### src/rtl/ball_col_det_pkg.sv
// Shared game constants: coordinate widths, playfield geometry defaults,
// the per-target one-shot state encoding and small arithmetic helpers.
package ball_col_det_pkg;

   localparam int COORD_W = 12;           // pixel coordinate width
   localparam int DIFF_W  = COORD_W + 1;  // signed centre difference
   localparam int SQ_W    = 2 * DIFF_W;   // square of a difference
   localparam int DIST_W  = SQ_W + 1;     // dx^2 + dy^2 without truncation

   localparam int BALL_R_DEF  = 16;
   localparam int PL_R_DEF    = 32;
   localparam int NET_X_DEF   = 504;
   localparam int NET_W_DEF   = 16;
   localparam int NET_TOP_DEF = 420;

   typedef enum logic [1:0] {
      ARMED      = 2'd0,
      HOLD       = 2'd1,
      WAIT_CLEAR = 2'd2
   } col_state_e;

   // Signed difference of two unsigned coordinates, never overflows.
   function automatic logic signed [DIFF_W-1:0] coord_diff(
      input logic [COORD_W-1:0] a,
      input logic [COORD_W-1:0] b
   );
      return $signed({1'b0, a}) - $signed({1'b0, b});
   endfunction

   // Square of a signed difference; the result is always non-negative.
   function automatic logic [SQ_W-1:0] diff_sq(input logic signed [DIFF_W-1:0] v);
      logic signed [SQ_W-1:0] ve;
      ve = SQ_W'(v);
      return ve * ve;
   endfunction

endpackage

### src/rtl/ball_col_det_col_oneshot.sv
// Per-target one-shot: one pulse per contact, then a hold-off window, then
// the contact must clear before the target can fire again.
module col_oneshot
   import ball_col_det_pkg::*;
#(
   parameter int HOLDOFF_CYC = 500_000,
   parameter int CNT_W       = $clog2(HOLDOFF_CYC) + 1
) (
   input  logic clk,
   input  logic rst,
   input  logic clr,
   input  logic hit,
   output logic pulse
);

   localparam logic [CNT_W-1:0] CNT_LOAD = CNT_W'(HOLDOFF_CYC - 1);
   localparam logic [CNT_W-1:0] CNT_ZERO = {CNT_W{1'b0}};
   localparam logic [CNT_W-1:0] CNT_ONE  = {{(CNT_W-1){1'b0}}, 1'b1};

   col_state_e       state_q, state_d;
   logic [CNT_W-1:0] cnt_q, cnt_d;
   logic             pulse_q, pulse_d;

   // Next-state, hold-off counter and pulse decode; clr wins over everything.
   always_comb begin
      state_d = state_q;
      cnt_d   = cnt_q;
      pulse_d = 1'b0;
      if (clr) begin
         state_d = ARMED;
         cnt_d   = CNT_ZERO;
      end else begin
         case (state_q)
            ARMED: begin
               if (hit) begin
                  state_d = HOLD;
                  cnt_d   = CNT_LOAD;
                  pulse_d = 1'b1;
               end else begin
                  state_d = ARMED;
               end
            end
            HOLD: begin
               if (cnt_q == CNT_ZERO) begin
                  state_d = WAIT_CLEAR;
               end else begin
                  cnt_d = cnt_q - CNT_ONE;
               end
            end
            WAIT_CLEAR: begin
               if (!hit) begin
                  state_d = ARMED;
               end else begin
                  state_d = WAIT_CLEAR;
               end
            end
            default: begin
               state_d = ARMED;
               cnt_d   = CNT_ZERO;
            end
         endcase
      end
   end

   // State, counter and registered pulse output.
   always_ff @(posedge clk or negedge rst) begin
      if (!rst) begin
         state_q <= ARMED;
         cnt_q   <= CNT_ZERO;
         pulse_q <= 1'b0;
      end else begin
         state_q <= state_d;
         cnt_q   <= cnt_d;
         pulse_q <= pulse_d;
      end
   end

   assign pulse = pulse_q;

endmodule

### src/rtl/ball_col_det.sv
// Ball collision detector: 3-stage distance pipeline for two player blobs
// and the net, feeding one one-shot per target.
module ball_col_det
   import ball_col_det_pkg::*;
#(
   parameter int BALL_R      = BALL_R_DEF,
   parameter int PL_R        = PL_R_DEF,
   parameter int NET_X       = NET_X_DEF,
   parameter int NET_W       = NET_W_DEF,
   parameter int NET_TOP     = NET_TOP_DEF,
   parameter int HOLDOFF_CYC = 500_000
) (
   input  logic               clk,
   input  logic               rst,
   input  logic [COORD_W-1:0] ball_posx,
   input  logic [COORD_W-1:0] ball_posy,
   input  logic [COORD_W-1:0] pl1_posx,
   input  logic [COORD_W-1:0] pl1_posy,
   input  logic [COORD_W-1:0] pl2_posx,
   input  logic [COORD_W-1:0] pl2_posy,
   input  logic               en,
   output logic               pl1_col,
   output logic               pl2_col,
   output logic               net_col
);

   localparam logic [DIST_W-1:0] HIT_DIST2 = DIST_W'((PL_R + BALL_R) * (PL_R + BALL_R));
   // Net x-range is tested as bx+R >= NET_X so nothing underflows.
   localparam logic [DIFF_W-1:0] NET_LO    = DIFF_W'(NET_X);
   localparam logic [DIFF_W-1:0] NET_HI    = DIFF_W'(NET_X + NET_W - 1 + BALL_R);
   localparam logic [DIFF_W-1:0] BALL_R_W  = DIFF_W'(BALL_R);
   localparam logic [DIFF_W-1:0] NET_TOP_W = DIFF_W'(NET_TOP);

   // Stage 1: sampled ball position and centre differences.
   logic                     v1_q, v1_d;
   logic [COORD_W-1:0]       bx_q, bx_d, by_q, by_d;
   logic signed [DIFF_W-1:0] dx1_q, dx1_d, dy1_q, dy1_d;
   logic signed [DIFF_W-1:0] dx2_q, dx2_d, dy2_q, dy2_d;
   // Stage 2: squared distances and net contact.
   logic                     v2_q, v2_d;
   logic [DIST_W-1:0]        dist1_q, dist1_d, dist2_q, dist2_d;
   logic                     net_q, net_d;
   // Stage 3 inputs to the one-shots.
   logic                     hit1_s, hit2_s, hitn_s;
   logic                     clr_s;

   // Stage 1 next values: capture the ball and the signed differences.
   always_comb begin
      v1_d  = en;
      bx_d  = ball_posx;
      by_d  = ball_posy;
      dx1_d = coord_diff(ball_posx, pl1_posx);
      dy1_d = coord_diff(ball_posy, pl1_posy);
      dx2_d = coord_diff(ball_posx, pl2_posx);
      dy2_d = coord_diff(ball_posy, pl2_posy);
   end

   // Stage 2 next values: full-width distance sums and the net window test.
   always_comb begin
      v2_d    = v1_q & en;
      dist1_d = {1'b0, diff_sq(dx1_q)} + {1'b0, diff_sq(dy1_q)};
      dist2_d = {1'b0, diff_sq(dx2_q)} + {1'b0, diff_sq(dy2_q)};
      net_d   = (({1'b0, bx_q} + BALL_R_W) >= NET_LO) &&
                ({1'b0, bx_q} <= NET_HI) &&
                (({1'b0, by_q} + BALL_R_W) >= NET_TOP_W);
   end

   // Pipeline registers for both stages.
   always_ff @(posedge clk or negedge rst) begin
      if (!rst) begin
         v1_q    <= 1'b0;
         bx_q    <= {COORD_W{1'b0}};
         by_q    <= {COORD_W{1'b0}};
         dx1_q   <= {DIFF_W{1'b0}};
         dy1_q   <= {DIFF_W{1'b0}};
         dx2_q   <= {DIFF_W{1'b0}};
         dy2_q   <= {DIFF_W{1'b0}};
         v2_q    <= 1'b0;
         dist1_q <= {DIST_W{1'b0}};
         dist2_q <= {DIST_W{1'b0}};
         net_q   <= 1'b0;
      end else begin
         v1_q    <= v1_d;
         bx_q    <= bx_d;
         by_q    <= by_d;
         dx1_q   <= dx1_d;
         dy1_q   <= dy1_d;
         dx2_q   <= dx2_d;
         dy2_q   <= dy2_d;
         v2_q    <= v2_d;
         dist1_q <= dist1_d;
         dist2_q <= dist2_d;
         net_q   <= net_d;
      end
   end

   assign hit1_s = v2_q & (dist1_q <= HIT_DIST2);
   assign hit2_s = v2_q & (dist2_q <= HIT_DIST2);
   assign hitn_s = v2_q & net_q;
   assign clr_s  = ~en;

   col_oneshot #(.HOLDOFF_CYC(HOLDOFF_CYC)) u_os_pl1 (
      .clk(clk), .rst(rst), .clr(clr_s), .hit(hit1_s), .pulse(pl1_col)
   );
   col_oneshot #(.HOLDOFF_CYC(HOLDOFF_CYC)) u_os_pl2 (
      .clk(clk), .rst(rst), .clr(clr_s), .hit(hit2_s), .pulse(pl2_col)
   );
   col_oneshot #(.HOLDOFF_CYC(HOLDOFF_CYC)) u_os_net (
      .clk(clk), .rst(rst), .clr(clr_s), .hit(hitn_s), .pulse(net_col)
   );

endmodule

### config.mk
export PLATFORM = sky130hd
export DESIGN_NAME = ball_col_det
export DESIGN_NICKNAME = d
export VERILOG_FILES = /design/src/rtl/ball_col_det_pkg.sv /design/src/rtl/ball_col_det_col_oneshot.sv /design/src/rtl/ball_col_det.sv
export SDC_FILE = /design/constraint.sdc
export NUM_CORES = 2
export LEC_CHECK = 0
export CAP_MARGIN = 20
export CORE_MARGIN = 2
export CORE_UTILIZATION = 45
export CTS_CLUSTER_DIAMETER = 50
export CTS_CLUSTER_SIZE = 20
export DETAILED_ROUTE_END_ITERATION = 8
export HOLD_SLACK_MARGIN = 0.12
export PLACE_DENSITY = 0.6
export SYNTH_ARGS = -nofsm -noshare
export SYNTH_HDL_FRONTEND = slang
export SYNTH_SLANG_ARGS = --single-unit
### constraint.sdc
create_clock -name clk -period 6.5 [get_ports clk]
set_input_delay 0.65 -clock clk [delete_from_list [all_inputs] [get_ports clk]]
set_output_delay 0.65 -clock clk [all_outputs]
set_load 0.02 [all_outputs]
# ---- After elaboration in Yosys (flattened, before gate mapping)
# Cells that the tools add are included.
dict set report op_classes {
  n_addsub 11
  multipliers 4
  order_cmp 5
  eq_ne 18
  n_mux 36
  bitwise_logic 4
  reduce_logical 11
}
# cell count
set ops {}
lappend ops {{$mux W20} 9}
lappend ops {{$pmux W20 S3} 3}
lappend ops {{$mul A13 B13 Y26} 4}
lappend ops {{$logic_not A20 Y1} 3}
lappend ops {{$sub A20 B1 Y20 const B} 3}
lappend ops {{$add A26 B26 Y27} 2}
lappend ops {{$le A27 B12 Y1 const B} 2}
lappend ops {{$sub A12 B12 Y13} 4}
lappend ops {{$add A12 B5 Y13 const B} 2}
lappend ops {{$ge A13 B9 Y1 const B} 2}
lappend ops {{$mux W2} 9}
lappend ops {{$ne A3 B2 Y1 const B} 6}
lappend ops {{$pmux W2 S3} 3}
lappend ops {{$le A12 B10 Y1 const B} 1}
lappend ops {{$mux W1} 12}
lappend ops {{$ne A3 B3 Y1 const B} 3}
lappend ops {{$reduce_and A3 Y1} 3}
lappend ops {{$eq A2 B1 Y1 const B} 3}
lappend ops {{$eq A2 B2 Y1 const B} 3}
lappend ops {{$logic_not A2 Y1} 3}
lappend ops {{$ne A2 B2 Y1 const B} 3}
lappend ops {{$and A1 B1 Y1} 4}
lappend ops {{$logic_and A1 B1 Y1} 2}
dict set report word_totals {
  ff_bits 202
  out_inout_bits 3
  word_cells 109
}

# ---- Longest topological paths before layout
dict set report logic_depth {
  word_depth 5
  mapped_depth 31
}

# ---- Cells and area by module
# A second synthesis with hierarchy kept.
dict set report hier_totals {
  hier_cells 3697
  area_unflattened_um2 34693.3
}
# module n_inst cells_each area_each_um2
set by_module_without_submodules {}
lappend by_module_without_submodules {ball_col_det 1 3253 30669.4}
lappend by_module_without_submodules {col_oneshot 3 148 1341.3}

# ---- Worst setup path after synthesis
# No wires, ideal clock.
dict set report synth_path {
  path_type {flip-flop to flip-flop}
  start {register dy1_q[1]}
  end {register dist1_q[25]}
  arrival_time_ps 6897
  t_required_ps 6429
  setup_slack_ps -467
  path_stages_with_launch 26
  path_buffers 2
  synth_period_minus_slack_ps 6967
  cell_sequence {dfrtp_1 clkbuf_1 clkbuf_1 nand2_1 fa_1 inv_1 fa_1 fa_1 fa_1 fa_1 ha_1 ha_1 o21a_1 o21a_1 o22a_1 a221o_1 a31oi_1 o21ai_0 nor2_1 xnor2_1 ha_1 a21o_1 a21o_1 a221o_1 or4_1 nand4_1}
}
dict set report synth_between {
  elab_chain_cells 2
}
# item line_no
set synth_rtl {}
lappend synth_rtl {{from (decl)} ball_col_det.sv:37} ;# logic signed [DIFF_W-1:0] dx1_q, dx1_d, dy1_q, dy1_d;
lappend synth_rtl {{from (signal assigned)} ball_col_det.sv:75} ;# dy1_q <= {DIFF_W{1'b0}};
lappend synth_rtl {{from (signal assigned)} ball_col_det.sv:87} ;# dy1_q <= dy1_d;
lappend synth_rtl {{$mul A13 B13 Y26} ball_col_det_pkg.sv:34} ;# return ve * ve;
lappend synth_rtl {{$add A26 B26 Y27} ball_col_det.sv:61} ;# dist1_d = {1'b0, diff_sq(dx1_q)} + {1'b0, diff_sq(dy1_q)};
lappend synth_rtl {{net dist1_d[25]} ball_col_det.sv:41} ;# logic [DIST_W-1:0] dist1_q, dist1_d, dist2_q, dist2_d;
lappend synth_rtl {{to (signal assigned)} ball_col_det.sv:79} ;# dist1_q <= {DIST_W{1'b0}};
lappend synth_rtl {{to (signal assigned)} ball_col_det.sv:91} ;# dist1_q <= dist1_d;
lappend synth_rtl {{to (decl)} ball_col_det.sv:41}
# The timed path passes the listed nets, and every way through them passes these cells.
# A chain may end at the register's enable or synchronous reset.

# ---- Final worst setup path
dict set report layout_path {
  start {register dx1_q[3]}
  end {register dist1_q[26]}
}
dict set report layout_between {
  elab_chain_cells 2
}
# item line_no
set layout_rtl {}
lappend layout_rtl {{from (decl)} ball_col_det.sv:37}
lappend layout_rtl {{from (signal assigned)} ball_col_det.sv:74} ;# dx1_q <= {DIFF_W{1'b0}};
lappend layout_rtl {{$mul A13 B13 Y26} ball_col_det_pkg.sv:34}
lappend layout_rtl {{$add A26 B26 Y27} ball_col_det.sv:61}
lappend layout_rtl {{net dist1_d[26]} ball_col_det.sv:41}
# The timed path passes the listed nets, and every way through them passes these cells.

==> impl_metrics.csv <==
group,metric,value,unit
logic_synthesis,syn-num-nets,4735,
worst_setup_path,cp.required,6.97,ns
routing,drtPass1Iterations,5,
routing,drtIter0Drc,958,
clocking,insertion_delay,0.60,ns
worst_setup_path,critPathArrivalTime,7.30,ns
grt,grt_overflow,0,
timing,drv_slew,0,
cells_and_area,final_nets,5293,
grt,grt_pass1_wl,129000,um
cells_and_area,regArea,5090,um2
timing,hold_viol,0,
logic_synthesis,yosys.area.top_type,"fa_1",
timing,setup_viol,12,
logic_synthesis,synth-edff-count,0,
logic_synthesis,synth.avg_cell_area,9.36,um2
worst_setup_path,cp_slowest_cell,"fa_2",
logic_synthesis,async_reset_ff_share,100,%
job,cap_violations,0,
cells_and_area,drive_gt1_share,19.5,%
worst_setup_path,worstSetupStartpointType,"flip-flop",
grt,top_usage_layer,"met2",
timing,fin_ws,-0.327,ns
timing,worst_hold_slack,0.445,ns
clocking,cts_tree,"built",
logic_synthesis,synth-main-ff-cell,"dfrtp_1",
place,pre_cts_slack,-0.357,ns
worst_setup_path,path_delay_family,"adder cells",
logic_synthesis,yosys_warnings,0,
timing,finalCriticalPeriod,6.83,ns
floorplan,rows,101,
grt,met2_usage,36.7,%
floorplan,initial_core_util,45.4,%
routing,via_per_inst,4.92,
logic_synthesis,ys_seq_area_share,14.7,%
worst_setup_path,crit_cells,27,
grt,grt_pass1_vias,27800,
routing,drt_wl_total,74100,um
logic_synthesis,yosys-top-cells-count,"821 x inv_1, 567 x fa_1, 411 x ha_1",
logic_synthesis,synth_most_common_cell,"inv_1",
logic_synthesis,synthCells,3682,
grt,globalRouteMet1Util,25.4,%
floorplan,core-area,75800,um2
run_status,violations,"setup timing",
grt,grt.met3_usage,1.41,%
worst_setup_path,r2r_cells,27,
timing,rsz0062_at_grt,"yes",
clocking,clk_pin_slew,0.08,ns
routing,routedWlPerCell,14.1,um
logic_synthesis,synth_area,34500,um2
clocking,cts_num_sinks,202,
logic_synthesis,yosysUniqueCellTypes,74,
floorplan,die_h,281,um
grt,grt_usage,19.9,%
clocking,cts_htree_levels,1,
min_path,whs_path_depth,1,
worst_setup_path,cp-end-kind,"flip-flop",
min_path,hold_class,"flip-flop to flip-flop",
clocking,clock-root-buffer,"clkbuf_16",
clocking,numCtsBuffers,29,
cells_and_area,multi_input_area,27200,um2
timing,max_freq,146,MHz
clocking,clock_path_buffers,3,
worst_setup_path,worst-path-buf-inv,4,
floorplan,die-area,78800,um2
grt,antenna_found_initial,2,
routing,route.detailed.drc,0,
worst_setup_path,crit_top_cell,"fa_1",
routing,dr_total_vias,25800,
timing,slew_headroom,30.7,%
cells_and_area,n_antenna_cell,0,
place,dp_hpwl,61800,um
timing,worstMarginPinSlew,1.03,ns
timing,finalCritPeriodShare,105,%
floorplan,ios,78,
grt,grt_max_degree,165,
worst_setup_path,critical_path_class,"flip-flop to flip-flop",
timing,setup-tns-final,-1.65,ns
floorplan,die_w,281,um
logic_synthesis,synth_top_cell_area_share,32.9,%
logic_synthesis,synth_area_leaders,"fa_1 33%, ha_1 15%, dfrtp_1 15%",
worst_setup_path,critPathMaxFanout,4,
cells_and_area,syn2layout_area_growth,23.4,%
logic_synthesis,ys_ff_latch,202,
routing,ant_nets,0,
place,place.gp.congestion,0.850,
worst_setup_path,cpPeakStageDelay,0.57,ns
place,io_buffers,77,
run_status,status,"complete, but fails checks",
timing,fin_skew,0.0286,ns
cells_and_area,final.fill_count,6777,
-- cells in the final DEF (no fill, tap or decap), types with 32 or more instances in the layout --
| cell type | count |
|---|---|
| inv_1 | 810 |
| nand3_1 | 36 |
| fa_1 | 549 |
| nand2_1 | 273 |
| xor2_1 | 60 |
| ha_1 | 377 |
| nor3_1 | 42 |
| buf_4 | 490 |
| clkdlybuf4s50_1 | 76 |
| dfrtp_2 | 32 |
| o21ai_0 | 93 |
| dfrtp_1 | 170 |
| nor2_1 | 185 |
| a21oi_1 | 92 |
| a21o_1 | 69 |
| xnor2_1 | 154 |
| nor2b_1 | 60 |
| and2_1 | 91 |
-- per-layer routing --
metal  vias to the layer above  routed length [um]
met2                       179               39000
met1                     12800               32300
met3                        79                1310
li1                      12700                   -
met4                         2                1510
met5                         -                  13
-- kinds of logic (layout without fill, tap and decap cells) --
kind of cell    Yosys count  count (layout)  share of synthesized area (%)
mux                       4               4                          0.116
other cells               1               1                         0.0109
xor+xnor                224             224                           5.69
compound gates          488             488                           9.22
flops                   202             202                           14.7
buf+inv                 895            1476                           9.78
simple gates            890             890                           12.6
fa+ha+maj               978             978                           47.9
-- layout make-up --
type                       count  share of cell area, %
clock inverter                25                  0.812
tap                          978                   2.88
sequential                   202                   12.0
inverter                     821                   7.26
timing repair buffer         601                   11.4
multi-input combinational   2585                   63.9
clock buffer                  29                   1.71
-- flip-flops by register name (all words and copies together) (netlist names) --
name and flops:
bx_q 12, by_q 12, dist1_q 27, dist2_q 27, dx1_q 13, dx2_q 13, dy1_q 13, dy2_q 13
net_q 1, u_os_net.cnt_q 20, u_os_net.pulse 1, u_os_net.state_q 2, u_os_pl1.cnt_q 20, u_os_pl1.pulse 1, u_os_pl1.state_q 2, u_os_pl2.cnt_q 20
u_os_pl2.pulse 1, u_os_pl2.state_q 2, v1_q 1, v2_q 1
-- worst register-to-register path, cell delays in order (launching register included) --
cell and delay [ns]:
dfrtp_2 0.45, buf_4 0.17, and2_1 0.18, fa_2 0.57
inv_1 0.05, fa_1 0.50, inv_1 0.06, fa_1 0.46
ha_1 0.30, fa_1 0.48, ha_4 0.29, ha_4 0.19
nor2b_1 0.13, o21a_1 0.20, o31ai_4 0.22, a211oi_2 0.12
o21a_1 0.20, o21ai_1 0.23, o21ai_2 0.09, buf_4 0.14
xor2_1 0.13, ha_1 0.22, a21o_1 0.18, a21o_1 0.18
or3_1 0.38, nor3_2 0.21, o41ai_2 0.10, a31o_2 0.25
-- path summary, 6_finish.rpt --
check	start	endpoint	slack [ns]
min in group asynchronous	rst	u_os_pl1.cnt_q[0]$_DFFE_PN0P_	0.52
max reg2reg	dx1_q[3]$_DFF_PN0_	dist1_q[26]$_DFF_PN0_	-0.33
max in group asynchronous	rst	dy1_q[7]$_DFF_PN0_	4.64
min reg2reg	v1_q$_DFF_PN0_	v2_q$_DFF_PN0_	0.45
min	v1_q$_DFF_PN0_	v2_q$_DFF_PN0_	0.45
max	dx1_q[3]$_DFF_PN0_	dist1_q[26]$_DFF_PN0_	-0.33
-- per-stage QoR --
step	instance area, um2	util (%)	std cells
finish	42500	56.1	5241
global route	42500	56.1	5241
CTS	41700	55.0	5210
detailed placement	39800	52.5	5117
global placement	39800	52.5	5116
floorplan	34900	-	3682
-- what timing repair did --
item | 4_1_cts | 5_1_grt
pin swaps | 72 | 142
hold buffers | 1 | 0
setup endpoints to repair | 16 | 23
setup buffers | 38 | 33
gates resized for setup | 109 | 147
hold endpoints to repair | 38 | 0
Power is not shown: default switching activity piles up to over one toggle a cycle in this logic, so the estimate is an artifact.
